<file path="src/rtl/lpd_pkg.sv">
// Shared definitions for the LM_ULM load/unload path: BRAM geometry, region
// constants, responder state encoding and address arithmetic.
package lpd_pkg;

  localparam int unsigned PNL_BRAM_ADDR_SIZE_NB   = 32'd15;
  localparam int unsigned PNL_BRAM_DBITS_WIDTH_NB = 32'd16;

  localparam logic [PNL_BRAM_ADDR_SIZE_NB-1:0] PN_BRAM_BASE           = 15'd0;
  localparam logic [PNL_BRAM_ADDR_SIZE_NB-1:0] PN_BRAM_UPPER_LIMIT    = 15'd16383;
  localparam logic [PNL_BRAM_ADDR_SIZE_NB-1:0] HISTO_BRAM_BASE        = 15'd24576;
  localparam logic [PNL_BRAM_ADDR_SIZE_NB-1:0] HISTO_BRAM_UPPER_LIMIT = 15'd28671;

  typedef enum logic [2:0] {
    IDLE       = 3'd0,
    LD_WAIT    = 3'd1,
    LD_RELEASE = 3'd2,
    UL_FETCH   = 3'd3,
    UL_CAPTURE = 3'd4,
    UL_WAIT    = 3'd5,
    UL_RELEASE = 3'd6,
    DONE       = 3'd7
  } lm_ulm_state_t;

  // Wraps modulo the BRAM size, so a range may cross address 0.
  function automatic logic [PNL_BRAM_ADDR_SIZE_NB-1:0] addr_inc(
    input logic [PNL_BRAM_ADDR_SIZE_NB-1:0] addr
  );
    return addr + 15'd1;
  endfunction

endpackage

</file>
<file path="src/rtl/load_unload_mem_if.sv">
// Controller + C-program GPIO handshake bundle for the LM_ULM responder.
interface load_unload_mem_if;

  logic                                         start;
  logic                                         ready;
  logic                                         load_unload;
  logic [lpd_pkg::PNL_BRAM_ADDR_SIZE_NB-1:0]    base_address;
  logic [lpd_pkg::PNL_BRAM_ADDR_SIZE_NB-1:0]    upper_limit;
  logic                                         CP_continue;
  logic [lpd_pkg::PNL_BRAM_DBITS_WIDTH_NB-1:0]  data_from_cp;
  logic                                         LM_ULM_stopped;
  logic                                         LM_ULM_done;
  logic [lpd_pkg::PNL_BRAM_DBITS_WIDTH_NB-1:0]  data_to_cp;

  modport master (
    output start, load_unload, base_address, upper_limit, CP_continue, data_from_cp,
    input  ready, LM_ULM_stopped, LM_ULM_done, data_to_cp
  );

  modport slave (
    input  start, load_unload, base_address, upper_limit, CP_continue, data_from_cp,
    output ready, LM_ULM_stopped, LM_ULM_done, data_to_cp
  );

endinterface

</file>
<file path="src/rtl/load_unload_mem_cp_sync.sv">
// Two-flop level synchronizer for GPIO bits arriving from the processor side.
module cp_sync #(
  parameter int unsigned WIDTH = 32'd1
) (
  input  logic             clk,
  input  logic             reset,
  input  logic [WIDTH-1:0] d,
  output logic [WIDTH-1:0] q
);

  logic [WIDTH-1:0] meta_r;
  logic [WIDTH-1:0] sync_r;

  // Metastability stage followed by the stable output stage.
  always_ff @(posedge clk) begin
    if (reset) begin
      meta_r <= {WIDTH{1'b0}};
      sync_r <= {WIDTH{1'b0}};
    end else begin
      meta_r <= d;
      sync_r <= meta_r;
    end
  end

  assign q = sync_r;

endmodule

</file>
<file path="src/rtl/load_unload_mem.sv">
// LM_ULM responder: moves an inclusive, wrapping word range between the C
// program and PNL BRAM port A, one word per CP_continue handshake.
module load_unload_mem
  import lpd_pkg::*;
(
  input  logic                               clk,
  input  logic                               reset,
  load_unload_mem_if.slave                   lm,
  output logic [PNL_BRAM_ADDR_SIZE_NB-1:0]   PNL_BRAM_addr,
  output logic [PNL_BRAM_DBITS_WIDTH_NB-1:0] PNL_BRAM_din,
  output logic                               PNL_BRAM_we,
  input  logic [PNL_BRAM_DBITS_WIDTH_NB-1:0] PNL_BRAM_dout
);

  lm_ulm_state_t                      state_r;
  lm_ulm_state_t                      state_s;
  logic [PNL_BRAM_ADDR_SIZE_NB-1:0]   addr_r;
  logic [PNL_BRAM_ADDR_SIZE_NB-1:0]   upper_r;
  logic [PNL_BRAM_DBITS_WIDTH_NB-1:0] data_to_cp_r;
  logic                               ready_r;
  logic                               stopped_r;
  logic                               done_r;
  logic                               cont_s;
  logic                               last_s;
  logic                               latch_s;
  logic                               incr_s;
  logic                               capture_s;
  logic                               we_s;

  cp_sync #(.WIDTH(32'd1)) u_cp_sync (
    .clk   (clk),
    .reset (reset),
    .d     (lm.CP_continue),
    .q     (cont_s)
  );

  assign last_s = (addr_r == upper_r);

  // Next-state and per-cycle strobes for the handshake sequencer.
  always_comb begin
    state_s   = state_r;
    latch_s   = 1'b0;
    incr_s    = 1'b0;
    capture_s = 1'b0;
    we_s      = 1'b0;
    case (state_r)
      IDLE: begin
        if (lm.start) begin
          latch_s = 1'b1;
          state_s = lm.load_unload ? UL_FETCH : LD_WAIT;
        end else begin
          state_s = IDLE;
        end
      end
      LD_WAIT: begin
        if (cont_s) begin
          we_s    = 1'b1;
          state_s = LD_RELEASE;
        end else begin
          state_s = LD_WAIT;
        end
      end
      LD_RELEASE: begin
        if (!cont_s) begin
          if (last_s) begin
            state_s = DONE;
          end else begin
            incr_s  = 1'b1;
            state_s = LD_WAIT;
          end
        end else begin
          state_s = LD_RELEASE;
        end
      end
      UL_FETCH: begin
        state_s = UL_CAPTURE;
      end
      UL_CAPTURE: begin
        capture_s = 1'b1;
        state_s   = UL_WAIT;
      end
      UL_WAIT: begin
        if (cont_s) begin
          state_s = UL_RELEASE;
        end else begin
          state_s = UL_WAIT;
        end
      end
      UL_RELEASE: begin
        if (!cont_s) begin
          if (last_s) begin
            state_s = DONE;
          end else begin
            incr_s  = 1'b1;
            state_s = UL_FETCH;
          end
        end else begin
          state_s = UL_RELEASE;
        end
      end
      DONE: begin
        state_s = IDLE;
      end
      default: begin
        state_s = IDLE;
      end
    endcase
  end

  // State, latched range and status flags; flags decode the next state so
  // they line up exactly with the state they describe.
  always_ff @(posedge clk) begin
    if (reset) begin
      state_r      <= IDLE;
      addr_r       <= {PNL_BRAM_ADDR_SIZE_NB{1'b0}};
      upper_r      <= {PNL_BRAM_ADDR_SIZE_NB{1'b0}};
      data_to_cp_r <= {PNL_BRAM_DBITS_WIDTH_NB{1'b0}};
      ready_r      <= 1'b1;
      stopped_r    <= 1'b0;
      done_r       <= 1'b0;
    end else begin
      state_r   <= state_s;
      ready_r   <= (state_s == IDLE);
      stopped_r <= (state_s == LD_WAIT) || (state_s == UL_WAIT);
      done_r    <= (state_s == DONE);
      if (latch_s) begin
        addr_r  <= lm.base_address;
        upper_r <= lm.upper_limit;
      end else if (incr_s) begin
        addr_r  <= addr_inc(addr_r);
      end
      if (capture_s) begin
        data_to_cp_r <= PNL_BRAM_dout;
      end
    end
  end

  assign lm.ready          = ready_r;
  assign lm.LM_ULM_stopped = stopped_r;
  assign lm.LM_ULM_done    = done_r;
  assign lm.data_to_cp     = data_to_cp_r;

  // Write strobe is a single gate on two flops so it coincides with the
  // synchronized CP_continue edge rather than trailing it by a cycle.
  assign PNL_BRAM_addr = addr_r;
  assign PNL_BRAM_din  = lm.data_from_cp;
  assign PNL_BRAM_we   = we_s;

endmodule

</file>
<file path="src/flat_wrapper.sv">
// flat-port wrapper written by rule: the top's interface ports become plain ports
module load_unload_mem_flat import lpd_pkg::*;
  (clk, reset, PNL_BRAM_addr, PNL_BRAM_din, PNL_BRAM_we, PNL_BRAM_dout, lm_start, lm_load_unload, lm_base_address, lm_upper_limit, lm_CP_continue, lm_data_from_cp, lm_ready, lm_LM_ULM_stopped, lm_LM_ULM_done, lm_data_to_cp);
  load_unload_mem_if lm_i ();
  input  logic clk;
  input  logic reset;
  output logic [PNL_BRAM_ADDR_SIZE_NB-1:0] PNL_BRAM_addr;
  output logic [PNL_BRAM_DBITS_WIDTH_NB-1:0] PNL_BRAM_din;
  output logic PNL_BRAM_we;
  input  logic [PNL_BRAM_DBITS_WIDTH_NB-1:0] PNL_BRAM_dout;
  input wire logic [$bits(lm_i.start)-1:0] lm_start;
  input wire logic [$bits(lm_i.load_unload)-1:0] lm_load_unload;
  input wire logic [$bits(lm_i.base_address)-1:0] lm_base_address;
  input wire logic [$bits(lm_i.upper_limit)-1:0] lm_upper_limit;
  input wire logic [$bits(lm_i.CP_continue)-1:0] lm_CP_continue;
  input wire logic [$bits(lm_i.data_from_cp)-1:0] lm_data_from_cp;
  output wire logic [$bits(lm_i.ready)-1:0] lm_ready;
  output wire logic [$bits(lm_i.LM_ULM_stopped)-1:0] lm_LM_ULM_stopped;
  output wire logic [$bits(lm_i.LM_ULM_done)-1:0] lm_LM_ULM_done;
  output wire logic [$bits(lm_i.data_to_cp)-1:0] lm_data_to_cp;
  assign lm_i.start = lm_start;
  assign lm_i.load_unload = lm_load_unload;
  assign lm_i.base_address = lm_base_address;
  assign lm_i.upper_limit = lm_upper_limit;
  assign lm_i.CP_continue = lm_CP_continue;
  assign lm_i.data_from_cp = lm_data_from_cp;
  assign lm_ready = lm_i.ready;
  assign lm_LM_ULM_stopped = lm_i.LM_ULM_stopped;
  assign lm_LM_ULM_done = lm_i.LM_ULM_done;
  assign lm_data_to_cp = lm_i.data_to_cp;
  load_unload_mem u_core (.clk(clk), .reset(reset), .lm(lm_i), .PNL_BRAM_addr(PNL_BRAM_addr), .PNL_BRAM_din(PNL_BRAM_din), .PNL_BRAM_we(PNL_BRAM_we), .PNL_BRAM_dout(PNL_BRAM_dout));
endmodule
</file>
<file path="config.mk">
export PLATFORM = sky130hd
export DESIGN_NAME = load_unload_mem_flat
export DESIGN_NICKNAME = d
export VERILOG_FILES = /design/src/rtl/lpd_pkg.sv /design/src/rtl/load_unload_mem_if.sv /design/src/rtl/load_unload_mem_cp_sync.sv /design/src/rtl/load_unload_mem.sv /design/src/flat_wrapper.sv
export SDC_FILE = /design/constraint.sdc
export NUM_CORES = 1
export LEC_CHECK = 0
export ABC_AREA = 1
export ABC_CLOCK_PERIOD_IN_PS = 2500
export CORE_ASPECT_RATIO = 1.75
export CORE_MARGIN = 2
export CORE_UTILIZATION = 46
export CTS_CLUSTER_DIAMETER = 120
export DETAILED_ROUTE_END_ITERATION = 8
export PLACE_DENSITY = 0.85
export SLEW_MARGIN = 20
export SYNTH_ARGS = -nofsm -noshare
export SYNTH_HDL_FRONTEND = slang
export SYNTH_SLANG_ARGS = --single-unit
</file>
<file path="constraint.sdc">
create_clock -name clk -period 2.5 [get_ports clk]
set_input_delay 0.375 -clock clk [delete_from_list [all_inputs] [get_ports clk]]
set_output_delay 0.375 -clock clk [all_outputs]
set_load 0.005 [all_outputs]
</file>
==> run metrics <==
crit path max fanout=6; syn_area_per_cell=6.45 µm²; Synth area leaders=dfxtp_1, nand2_1, nor2_1, o21ai_0, inv_1; met3 WL=355 µm; GRT Overall Usage=0.221; Core ar.=0.00588 mm²; clock latency on the worst-skew pair=0.31 ns; Ys Warns=0; Data arrival, critical path=2.16 ns; clock power share=0.319; I/O pin count=118; worst slew pin tran=0.489 ns; first-pass GRT wire length=11900 µm; # resized after CTS=0; hold buffers post-CTS=0; Initial Utilization=0.479; Logic pwr share=0.228; placed cell area=0.00359 mm²; Ant. Diodes=0; Synth top area share=0.383; RSZ-0062 raised after global routing=no; register area share after synthesis=0.383; relative slew slack=0.674; Tcrit/Tclk final=0.783; initial DRC count=149; clk slew on worst S/H paths=0.10 ns; status=finished clean; endpoints failing setup=0; distinct cell type count after synthesis=30; TritonRoute pass-1 iters=4; Worst EP required=2.71 ns; TritonCTS Sinks=54; met2 WL=4010 µm; post-synthesis cell count=437; fin area=0.00374 mm²; fin nets=570; full die area=0.00680 mm²; CTS root buf=clkbuf_8; sw power=622 µW; DRC viols=0; cell taking the most area after synthesis=dfxtp_1; vias in the first global route=2657; setup_tns=0 ns; Fin. Hold Viols=0; Pleak=1.67 nW; row count=37; sequential share of power=0.453; CP endpoint kind=flop; Max Clock Skew=0.00780 ns; Crit Path Category=flop to flop; drt via density=4.96; max layer used=met4; Setup Buffers After CTS=0; WL per Instance=12.7 µm; gpl congestion=0.840; buffers added on ports=85; switching share of power=0.278; TritonCTS buffer count=5; Metal-1 WL=2720 µm; grt total ovfl=0; pwr/cell area=599 mW/mm²; post-synthesis cell area=0.00282 mm²; Peak VDD IR=0.422 mV; DRT Wirelength=7370 µm; FF+latch count, synth=54; Die W=63.2 µm; ANT nets after route=0; clk buf depth=2; antenna violations before repair=0; post-detail-place hpwl=5590 µm; internal power=1.61 mW; largest net degree at the start of global routing=35; CTS tree=built; H-tree depth=2; layout cells sized above 1=0.0457; total of max-cap violations=0; die height=108 µm; Tmin final=1.96 ns; Post-Syn Nets=505; FMAX=511 MHz; total vias in the final route=2879; Final Slew Violations=0; Worst Hold Class=flop to flop; P&R area growth vs syn=32.5%; crit start category=flop
-- Yosys cell counts --
cell type and number:
nand2_1 108, nor2_1 86, dfxtp_1 54, inv_1 44, o21ai_0 42, a21oi_1 18, nand3_1 18, buf_4 16
clkbuf_1 9, o21ai_1 7, xor2_1 5, inv_2 4, nor3_1 4, buf_2 3, o21bai_1 3, nand2_2 2
buf_1 1, buf_12 1, buf_6 1, ha_1 1, inv_6 1, nand2_4 1, nand3_4 1, nand3b_1 1
nor2_2 1, nor2b_1 1, o221ai_1 1, o31ai_1 1, or2_2 1, xnor2_1 1
-- worst max-delay path: stages, from the launching register on --
cell and delay (ns):
dfxtp_1 0.49, ha_1 0.24, nand3_1 0.15, nor2_1 0.25, nand3_1 0.14, nor2_1 0.17
nand3_1 0.10, nand3_1 0.12, nand2_1 0.06, nor2_1 0.10, nor2_1 0.05
-- sequential cells by signal, indices dropped and copies added, names as in the netlist --
signal                    cells
u_core.lm.ready               1
u_core.u_cp_sync.q            1
u_core.state_r                3
u_core.PNL_BRAM_addr         15
u_core.lm.data_to_cp         16
u_core.lm.LM_ULM_stopped      1
u_core.u_cp_sync.meta_r       1
u_core.lm.LM_ULM_done         1
u_core.upper_r               15
-- metrics by stage --
stage | utilization | hold slack [ns] | instances | setup slack, ns | power (mW)
finish | 0.635 | 0.424 | 581 | 0.543 | 2.24
global route | 0.635 | 0.436 | 581 | 0.382 | 2.35
CTS | 0.635 | 0.431 | 581 | 0.582 | 2.25
detailed placement | 0.611 | 0.409 | 573 | 0.507 | 1.54
global placement | 0.611 | 0.393 | 573 | 0.565 | 1.53
floorplan | - | 0.388 | 437 | 0.962 | 1.33
-- area by class of cell --
cell class / count / area (µm²)
inverters: 49 / 189
well taps: 78 / 97.6
flip-flops and latches: 54 / 1080
clock buffers: 6 / 82.6
repair buffers: 89 / 881
fillers: 530 / 2140
clock inverters: 2 / 60.1
multi-input cells: 303 / 1350
-- kinds of logic (layout without fill, tap and decap cells) --
logic type,count (synthesis),count (layout),share of synthesized area
AO/OA/AOI/OAI,72,72,0.133
XOR/XNOR,6,6,0.0186
adder cells (fa/ha/maj),1,1,0.00444
buffers and inverters,80,146,0.139
flip-flops,54,54,0.383
AND/OR/NAND/NOR,224,224,0.321
-- power by group through the flow --
stage	Combinational, mW	Clock (mW)	Sequential (mW)
6_report	0.510	0.714	1.01
5_1_grt	0.574	0.747	1.02
4_1_cts	0.513	0.722	1.01
3_5_place_dp	0.510	0	1.03
3_3_place_gp	0.499	0	1.03
2_1_floorplan	0.320	0	1.01
-- layer usage --
layer	up-vias	GRT usage
li1	1466	-
met2	89	0.423
met1	1292	0.230
met3	32	0.0324
met5	-	0
met4	0	0.104
-- path summary, 6_finish.rpt --
| kind | start | end | slack, ns | cells after the start |
|---|---|---|---|---|
| hold reg to reg | u_core.u_cp_sync.meta_r | u_core.u_cp_sync.q | 0.42 | 2 |
| hold / removal | u_core.u_cp_sync.meta_r | u_core.u_cp_sync.q | 0.42 | 2 |
| setup / recovery | u_core.PNL_BRAM_addr[0] | u_core.PNL_BRAM_addr[14] | 0.54 | 10 |
| setup reg to reg | u_core.PNL_BRAM_addr[0] | u_core.PNL_BRAM_addr[14] | 0.54 | 10 |
-- cells in the final DEF, fill, tap and decap left out, drive strengths merged, types with 2 or more instances in the layout --
cell	instances
o21bai	3
bufinv	2
clkbuf	6
nand2	111
nand3	19
nor2	87
o21ai	49
xor2	5
dfxtp	54
clkdlybuf4s50	85
nor3	4
buf	4
a21oi	18
inv	49
(Power assumes the default switching activity.)
